===== src/rtl/serial_frame_rx_pkg.sv =====
// serial_frame_pkg: shared FSM encodings, line-level bit values and the even-parity check for serial_frame_rx
package serial_frame_pkg;
  localparam logic [1:0] IDLE = 2'd0, DATA = 2'd1, PARITY = 2'd2, STOP = 2'd3;
  localparam logic START_BIT = 1'b1, STOP_BIT = 1'b0;
  function automatic logic even_ok(input logic [31:0] word, input logic par);
    return ~^{word, par};
  endfunction
endpackage


===== src/rtl/serial_frame_rx_if.sv =====
// serial_frame_rx_if: serial input, output word handshake and status pulses; master = receiver, slave = upstream/consumer side
interface serial_frame_rx_if #(parameter int DATA_W = 8);
  logic si;
  logic [DATA_W-1:0] out_data;
  logic out_valid;
  logic out_ready;
  logic busy;
  logic frame_err;
  logic overrun;
  logic parity_err;
  modport master(input si, out_ready, output out_data, out_valid, busy, frame_err, overrun, parity_err);
  modport slave(output si, out_ready, input out_data, out_valid, busy, frame_err, overrun, parity_err);
endinterface


===== src/rtl/serial_frame_rx_hold.sv =====
// rx_hold_reg: one-entry valid/ready output buffer; ports clk, rst, load, load_data, out_ready -> out_data, out_valid, full
module rx_hold_reg #(parameter int DATA_W = 8) (
  input  logic              clk,
  input  logic              rst,
  input  logic              load,
  input  logic [DATA_W-1:0] load_data,
  input  logic              out_ready,
  output logic [DATA_W-1:0] out_data,
  output logic              out_valid,
  output logic              full
);
  // full means a word is held that is not being taken this cycle
  assign full = out_valid && !out_ready;
  always_ff @(posedge clk)
    if (rst) begin
      out_data  <= '0;
      out_valid <= 1'b0;
    end else if (load) begin
      out_data  <= load_data;
      out_valid <= 1'b1;
    end else if (out_ready) begin
      out_valid <= 1'b0;
    end
endmodule


===== src/rtl/serial_frame_rx.sv =====
// serial_frame_rx: start/MSB-first data/[parity]/stop frame receiver; ports clk, rst, bus (serial_frame_rx_if.master); optional PARITY_CHECK_EN
module serial_frame_rx import serial_frame_pkg::*; #(parameter int DATA_W = 8) (
  input logic clk,
  input logic rst,
  serial_frame_rx_if.master bus
);
  localparam int CW = $clog2(DATA_W);
  logic [1:0] state;
  logic [CW-1:0] bit_cnt;
  logic [DATA_W-1:0] shreg;
  logic full, good, load, par_ok, frame_err, overrun;
  logic [1:0] after_data;
`ifdef PARITY_CHECK_EN
  logic par, parity_err;
  assign after_data = PARITY;
  assign par_ok = even_ok(32'(shreg), par);
  always_ff @(posedge clk)
    if (rst) begin
      par        <= 1'b0;
      parity_err <= 1'b0;
    end else begin
      par        <= state == PARITY ? bus.si : par;
      parity_err <= state == STOP && !par_ok;
    end
  assign bus.parity_err = parity_err;
`else
  assign after_data = STOP;
  assign par_ok = 1'b1;
  assign bus.parity_err = 1'b0;
`endif
  always_comb begin
    good = bus.si == STOP_BIT && par_ok;
    load = state == STOP && good && !full;
  end
  rx_hold_reg #(.DATA_W(DATA_W)) u_hold (
    .clk(clk), .rst(rst), .load(load), .load_data(shreg), .out_ready(bus.out_ready),
    .out_data(bus.out_data), .out_valid(bus.out_valid), .full(full)
  );
  assign bus.busy      = state != IDLE;
  assign bus.frame_err = frame_err;
  assign bus.overrun   = overrun;
  always_ff @(posedge clk)
    if (rst) begin
      state     <= IDLE;
      bit_cnt   <= '0;
      shreg     <= '0;
      frame_err <= 1'b0;
      overrun   <= 1'b0;
    end else begin
      frame_err <= state == STOP && bus.si != STOP_BIT;
      overrun   <= state == STOP && good && full;
      case (state)
        IDLE: if (bus.si == START_BIT) begin
          state   <= DATA;
          bit_cnt <= '0;
        end
        DATA: begin
          shreg <= {shreg[DATA_W-2:0], bus.si};
          if (bit_cnt == CW'(DATA_W - 1)) state <= after_data;
          else bit_cnt <= bit_cnt + 1'b1;
        end
        PARITY: state <= STOP;
        default: state <= IDLE;
      endcase
    end
endmodule

===== src/flat_wrapper.sv =====
// flat-port wrapper written by rule: the top's interface ports become plain ports
module serial_frame_rx_flat import serial_frame_pkg::*;
#(parameter int DATA_W = 8)
  (clk, rst, bus_si, bus_out_ready, bus_out_data, bus_out_valid, bus_busy, bus_frame_err, bus_overrun, bus_parity_err);
  serial_frame_rx_if #(.DATA_W(DATA_W)) bus_i ();
  input logic clk;
  input logic rst;
  input wire logic [$bits(bus_i.si)-1:0] bus_si;
  input wire logic [$bits(bus_i.out_ready)-1:0] bus_out_ready;
  output wire logic [$bits(bus_i.out_data)-1:0] bus_out_data;
  output wire logic [$bits(bus_i.out_valid)-1:0] bus_out_valid;
  output wire logic [$bits(bus_i.busy)-1:0] bus_busy;
  output wire logic [$bits(bus_i.frame_err)-1:0] bus_frame_err;
  output wire logic [$bits(bus_i.overrun)-1:0] bus_overrun;
  output wire logic [$bits(bus_i.parity_err)-1:0] bus_parity_err;
  assign bus_i.si = bus_si;
  assign bus_i.out_ready = bus_out_ready;
  assign bus_out_data = bus_i.out_data;
  assign bus_out_valid = bus_i.out_valid;
  assign bus_busy = bus_i.busy;
  assign bus_frame_err = bus_i.frame_err;
  assign bus_overrun = bus_i.overrun;
  assign bus_parity_err = bus_i.parity_err;
  serial_frame_rx #(.DATA_W(DATA_W)) u_core (.clk(clk), .rst(rst), .bus(bus_i));
endmodule

===== config.mk =====
export PLATFORM = sky130hd
export DESIGN_NAME = serial_frame_rx_flat
export DESIGN_NICKNAME = d
export VERILOG_FILES = /design/src/rtl/serial_frame_rx_pkg.sv /design/src/rtl/serial_frame_rx_if.sv /design/src/rtl/serial_frame_rx_hold.sv /design/src/rtl/serial_frame_rx.sv /design/src/flat_wrapper.sv
export SDC_FILE = /design/constraint.sdc
export NUM_CORES = 1
export LEC_CHECK = 0
export CORE_AREA = 2 2 52 54
export CTS_CLUSTER_SIZE = 8
export DETAILED_ROUTE_END_ITERATION = 10
export DIE_AREA = 0 0 54 56
export HOLD_SLACK_MARGIN = 0.06
export PLACE_DENSITY = 0.65
export SYNTH_ARGS = -nofsm -noshare
export SYNTH_HDL_FRONTEND = slang
export SYNTH_SLANG_ARGS = --single-unit
export TNS_END_PERCENT = 50

===== constraint.sdc =====
create_clock -name clk -period 2.9 [get_ports clk]
set_clock_uncertainty 0.05 [all_clocks]
set_input_delay 0.58 -clock clk [delete_from_list [all_inputs] [get_ports clk]]
set_output_delay 0.58 -clock clk [all_outputs]
set_load 0.005 [all_outputs]

==> impl_summary.md <==
Status
The run finished with clean final reports.

Setup path
The kind of start point of the critical path is a register. The signal on the critical path passes through inv_1 > ha_1 > inv_1 > clkdlybuf4s50_1. The nature of the critical path endpoint is a primary output. The cell family with the largest share of critical-path delay is buffers and inverters. Among the stages of the critical path, the cell type that occurs most often is sky130_fd_sc_hd__inv_1. For the worst setup path, the data arrival time is 1.60 ns.

The buffer and inverter count on the worst path is 3. The worst-path maximum fanout is 5. The classification of the worst setup path is reg2out.

The slowest stage of the critical path is the sky130_fd_sc_hd__clkdlybuf4s50_1 cell. Data on the critical path is required at its endpoint by 2.27 ns. In this design, the stage delay of the slowest critical-path cell is 0.48 ns.

Power
In this run, the combinational gates consume 19.3% of the power. The power share of the sequential group is 48.5%. Net switching is 25.8% of the power. The cell area power density is 596 nW/um^2.

The static power due to leakage is 0.000465 uW. The cell internal power dissipation is 544 uW. The worst-case IR drop observed on VDD is 0.329 mV. For this design the total switching power over the nets is 189 uW.

The clock network accounts for 32.2% of the total power.

Cells and area
The most common cell after layout, fill and taps aside is sky130_fd_sc_hd__dfxtp_1. The net count of the finished layout is 132. The area occupied by multi-input gates is 487 sq um. The number of antenna diodes in the final layout is 0. Leaving out fill and tap cells, the most frequent cells in the layout are sky130_fd_sc_hd__dfxtp_1 (24), sky130_fd_sc_hd__clkdlybuf4s50_1 (15), sky130_fd_sc_hd__nand3_1 (11), sky130_fd_sc_hd__a21oi_1 (11). From synthesis to final layout, the design area changed by 20.2%.

Counting the fill cells in the layout gives 243. The area used by sequential logic in the layout is 480 sq um. The fraction of layout cells with a size suffix above 1 is 5.79%.

With fillers left out, the area of the finished cells amounts to 1230 sq um.

Routing
The routed design uses 70 um of met3 wire. In the routed design, unresolved DRC markers number 0. The DRC marker count from the first detailed-route iteration is 12. The count of nets left with antenna violations once routing finished came out at 0. The post-detailed-route wirelength per cell is 12.1 um.

Wires add up to 1.83 mm. The topmost layer with routed signal wires is met4. The via density per instance is 5.25. The routed via count is 792. The wire length on met1 is 956 um.

Summed over all nets, wire length on met2 after detailed routing comes to 790 um. The number of detailed-route iterations in the first pass is 4.

Die
From left edge to right edge, the die measures 54 um. The number of cell rows is 18. In this run the vertical extent of the chip is 56 um. The I/O pin count is 17. The floorplan step defined a core boundary enclosing 2430 sq um.

For this configuration, the core starts out at a cell density of 42.1%. The die covers 3020 sq um.

STA
The final hold violation count came to 0. The maximum frequency from static timing analysis is 0.449 GHz. Setup repair after global routing left no endpoint under its margin. The count of pins over their slew limit is 0. Setup violations remaining at the end of the flow were counted as 0. Dividing the final minimum period by the clock period gives 76.9%. Setup total negative slack on the finished layout was measured at 0 ns. The slew at the pin closest to its max-slew limit is 0.518 ns. The time the final worst path needs with I/O delays and setup is 2.23 ns. The relative slew slack is 65.4%.

Logic synthesis
The number of nets produced by synthesis is 118. The gate count of the mapped netlist is 108. The number of synthesized register bits is 24.

During synthesis, Yosys emitted a total of 0 warnings. Of the synthesized area, sequential elements account for 46.9%. After synthesis, the mean cell area works out to 9.48 sq um. The cell area after synthesis is 1020 sq um. The unique cell type count in the Yosys netlist is 25.

Worst hold path
In this run the worst hold path is classified as reg2reg.

Clock network
The H-tree depth is 1. In this run, post-CTS repair resized a total of 0 instances. The master cell of the clock root buffer is sky130_fd_sc_hd__clkbuf_4.

The clock edge transition at the registers on the reported setup and hold paths is 0.13 ns. The count of clock tree sinks is 24. The clock network latency to the later pin of the worst-skew pair is 0.30 ns. No sink is reached through more buffers than the 2 on the longest clock path. TritonCTS built the clock tree. The number of buffers created by CTS is 3. The number of buffers inserted to repair setup after CTS is 0. Buffers inserted to repair hold after CTS numbered 0.

Global route
The pin count of the biggest net entering global routing is 22. The aggregate global routing overflow is 0. The initial antenna violation count is 0. The total global routing track utilization is 13.9%.

The via count of the first global-routing pass was 752. The first global-routing pass estimated 3.28 mm of wire.

Placed design
The placed instance area is 1180 sq um. The final estimated routing congestion in global placement is 0.683. Detailed placement finished with a half-perimeter wire length of 1.33 mm. Port buffering added 15 buffers.

Run
The tool flagged a number of max-cap violations equal to 0.
==> worst register-to-register path, delay by kind of cell (launching register included) <==
kind                     cells  cell delay [ns]
adder cells (fa/ha/maj)      1             0.50
AO/OA/AOI/OAI                2             0.44
flip-flops                   1             0.34
AND/OR/NAND/NOR              1             0.16
buffers and inverters        1             0.12
==> power by group through the flow <==
stage / Combinational (uW) / Clock, uW / Sequential, uW
2_1_floorplan: 111 / 0 / 361
3_3_place_gp: 135 / 0 / 363
3_5_place_dp: 141 / 0 / 363
4_1_cts: 141 / 243 / 356
5_1_grt: 160 / 255 / 358
6_report: 141 / 236 / 356
==> final timing paths <==
| kind | start | to | slack [ns] | depth (start not counted) |
|---|---|---|---|---|
| max | u_core.state[0]$_SDFFE_PP0P_ | bus_busy | 0.67 | 4 |
| min | u_core.u_hold.out_data[2]$_SDFFE_PP0P_ | u_core.u_hold.out_data[2]$_SDFFE_PP0P_ | 0.44 | 2 |
| max reg2reg | u_core.state[1]$_SDFFE_PP0P_ | u_core.bit_cnt[1]$_SDFFE_PP0P_ | 1.17 | 5 |
| min reg2reg | u_core.u_hold.out_data[2]$_SDFFE_PP0P_ | u_core.u_hold.out_data[2]$_SDFFE_PP0P_ | 0.44 | 2 |
==> stage by stage <==
step,instances,setup WS (ns),total power [uW],util [%],hold slack [ns]
final,151,0.671,733,50.6,0.440
after global routing,151,0.559,773,50.6,0.472
after CTS,151,0.656,740,50.6,0.442
after detailed placement,147,0.976,504,48.4,0.424
after global placement,147,1.03,497,48.4,0.419
after floorplan,108,1.53,471,-,0.393
==> flip-flops by register name, indices dropped and copies added (netlist names) <==
register	count
u_core.u_hold.out_data	8
u_core.bus.overrun	1
u_core.u_hold.out_valid	1
u_core.state	2
u_core.bit_cnt	3
u_core.shreg	8
u_core.bus.frame_err	1
==> synthesized netlist by cell type (all sizes together) <==
library cell / number / share of area [%]
and2: 1 / 0.86
inv: 4 / 1.5
nand3: 11 / 5.4
conb: 1 / 0.37
nor2: 9 / 3.5
a21o: 1 / 0.73
ha: 6 / 7.3
buf: 5 / 3.3
a21oi: 11 / 5.4
a311oi: 1 / 0.86
clkbuf: 2 / 0.73
o41ai: 3 / 2.6
mux2i: 8 / 7.8
and3: 1 / 0.61
dfxtp: 24 / 47
o311ai: 3 / 2.6
nand2b: 4 / 2.4
nor3: 1 / 0.49
nand3b: 1 / 0.73
o21ai: 8 / 3.9
nor2b: 2 / 1.2
and2b: 1 / 0.73
==> cell type report <==
type / count / area share [%]
clock buffers: 3 / 1.83
clock inverters: 1 / 2.44
repair buffers: 16 / 12.8
well taps: 30 / 3.05
flip-flops and latches: 24 / 39.1
inverters: 4 / 1.22
multi-input cells: 73 / 39.6
==> routing by layer <==
metal / vias up / track usage [%]
met5: - / 0
met4: 0 / 3.21
met3: 2 / 3.23
met2: 13 / 20.6
met1: 367 / 20.2
li1: 410 / -
==> cell families (layout without fill, tap and decap cells) <==
logic type / after synthesis / count (layout) / synth area share [%]
buffers and inverters: 11 / 24 / 5.50
AND/OR/NAND/NOR: 31 / 31 / 16.0
adder cells (fa/ha/maj): 6 / 6 / 7.33
other: 1 / 1 / 0.366
AO/OA/AOI/OAI: 27 / 27 / 16.0
multiplexers: 8 / 8 / 7.82
flip-flops: 24 / 24 / 46.9
Power figures use the tool's default switching activity.
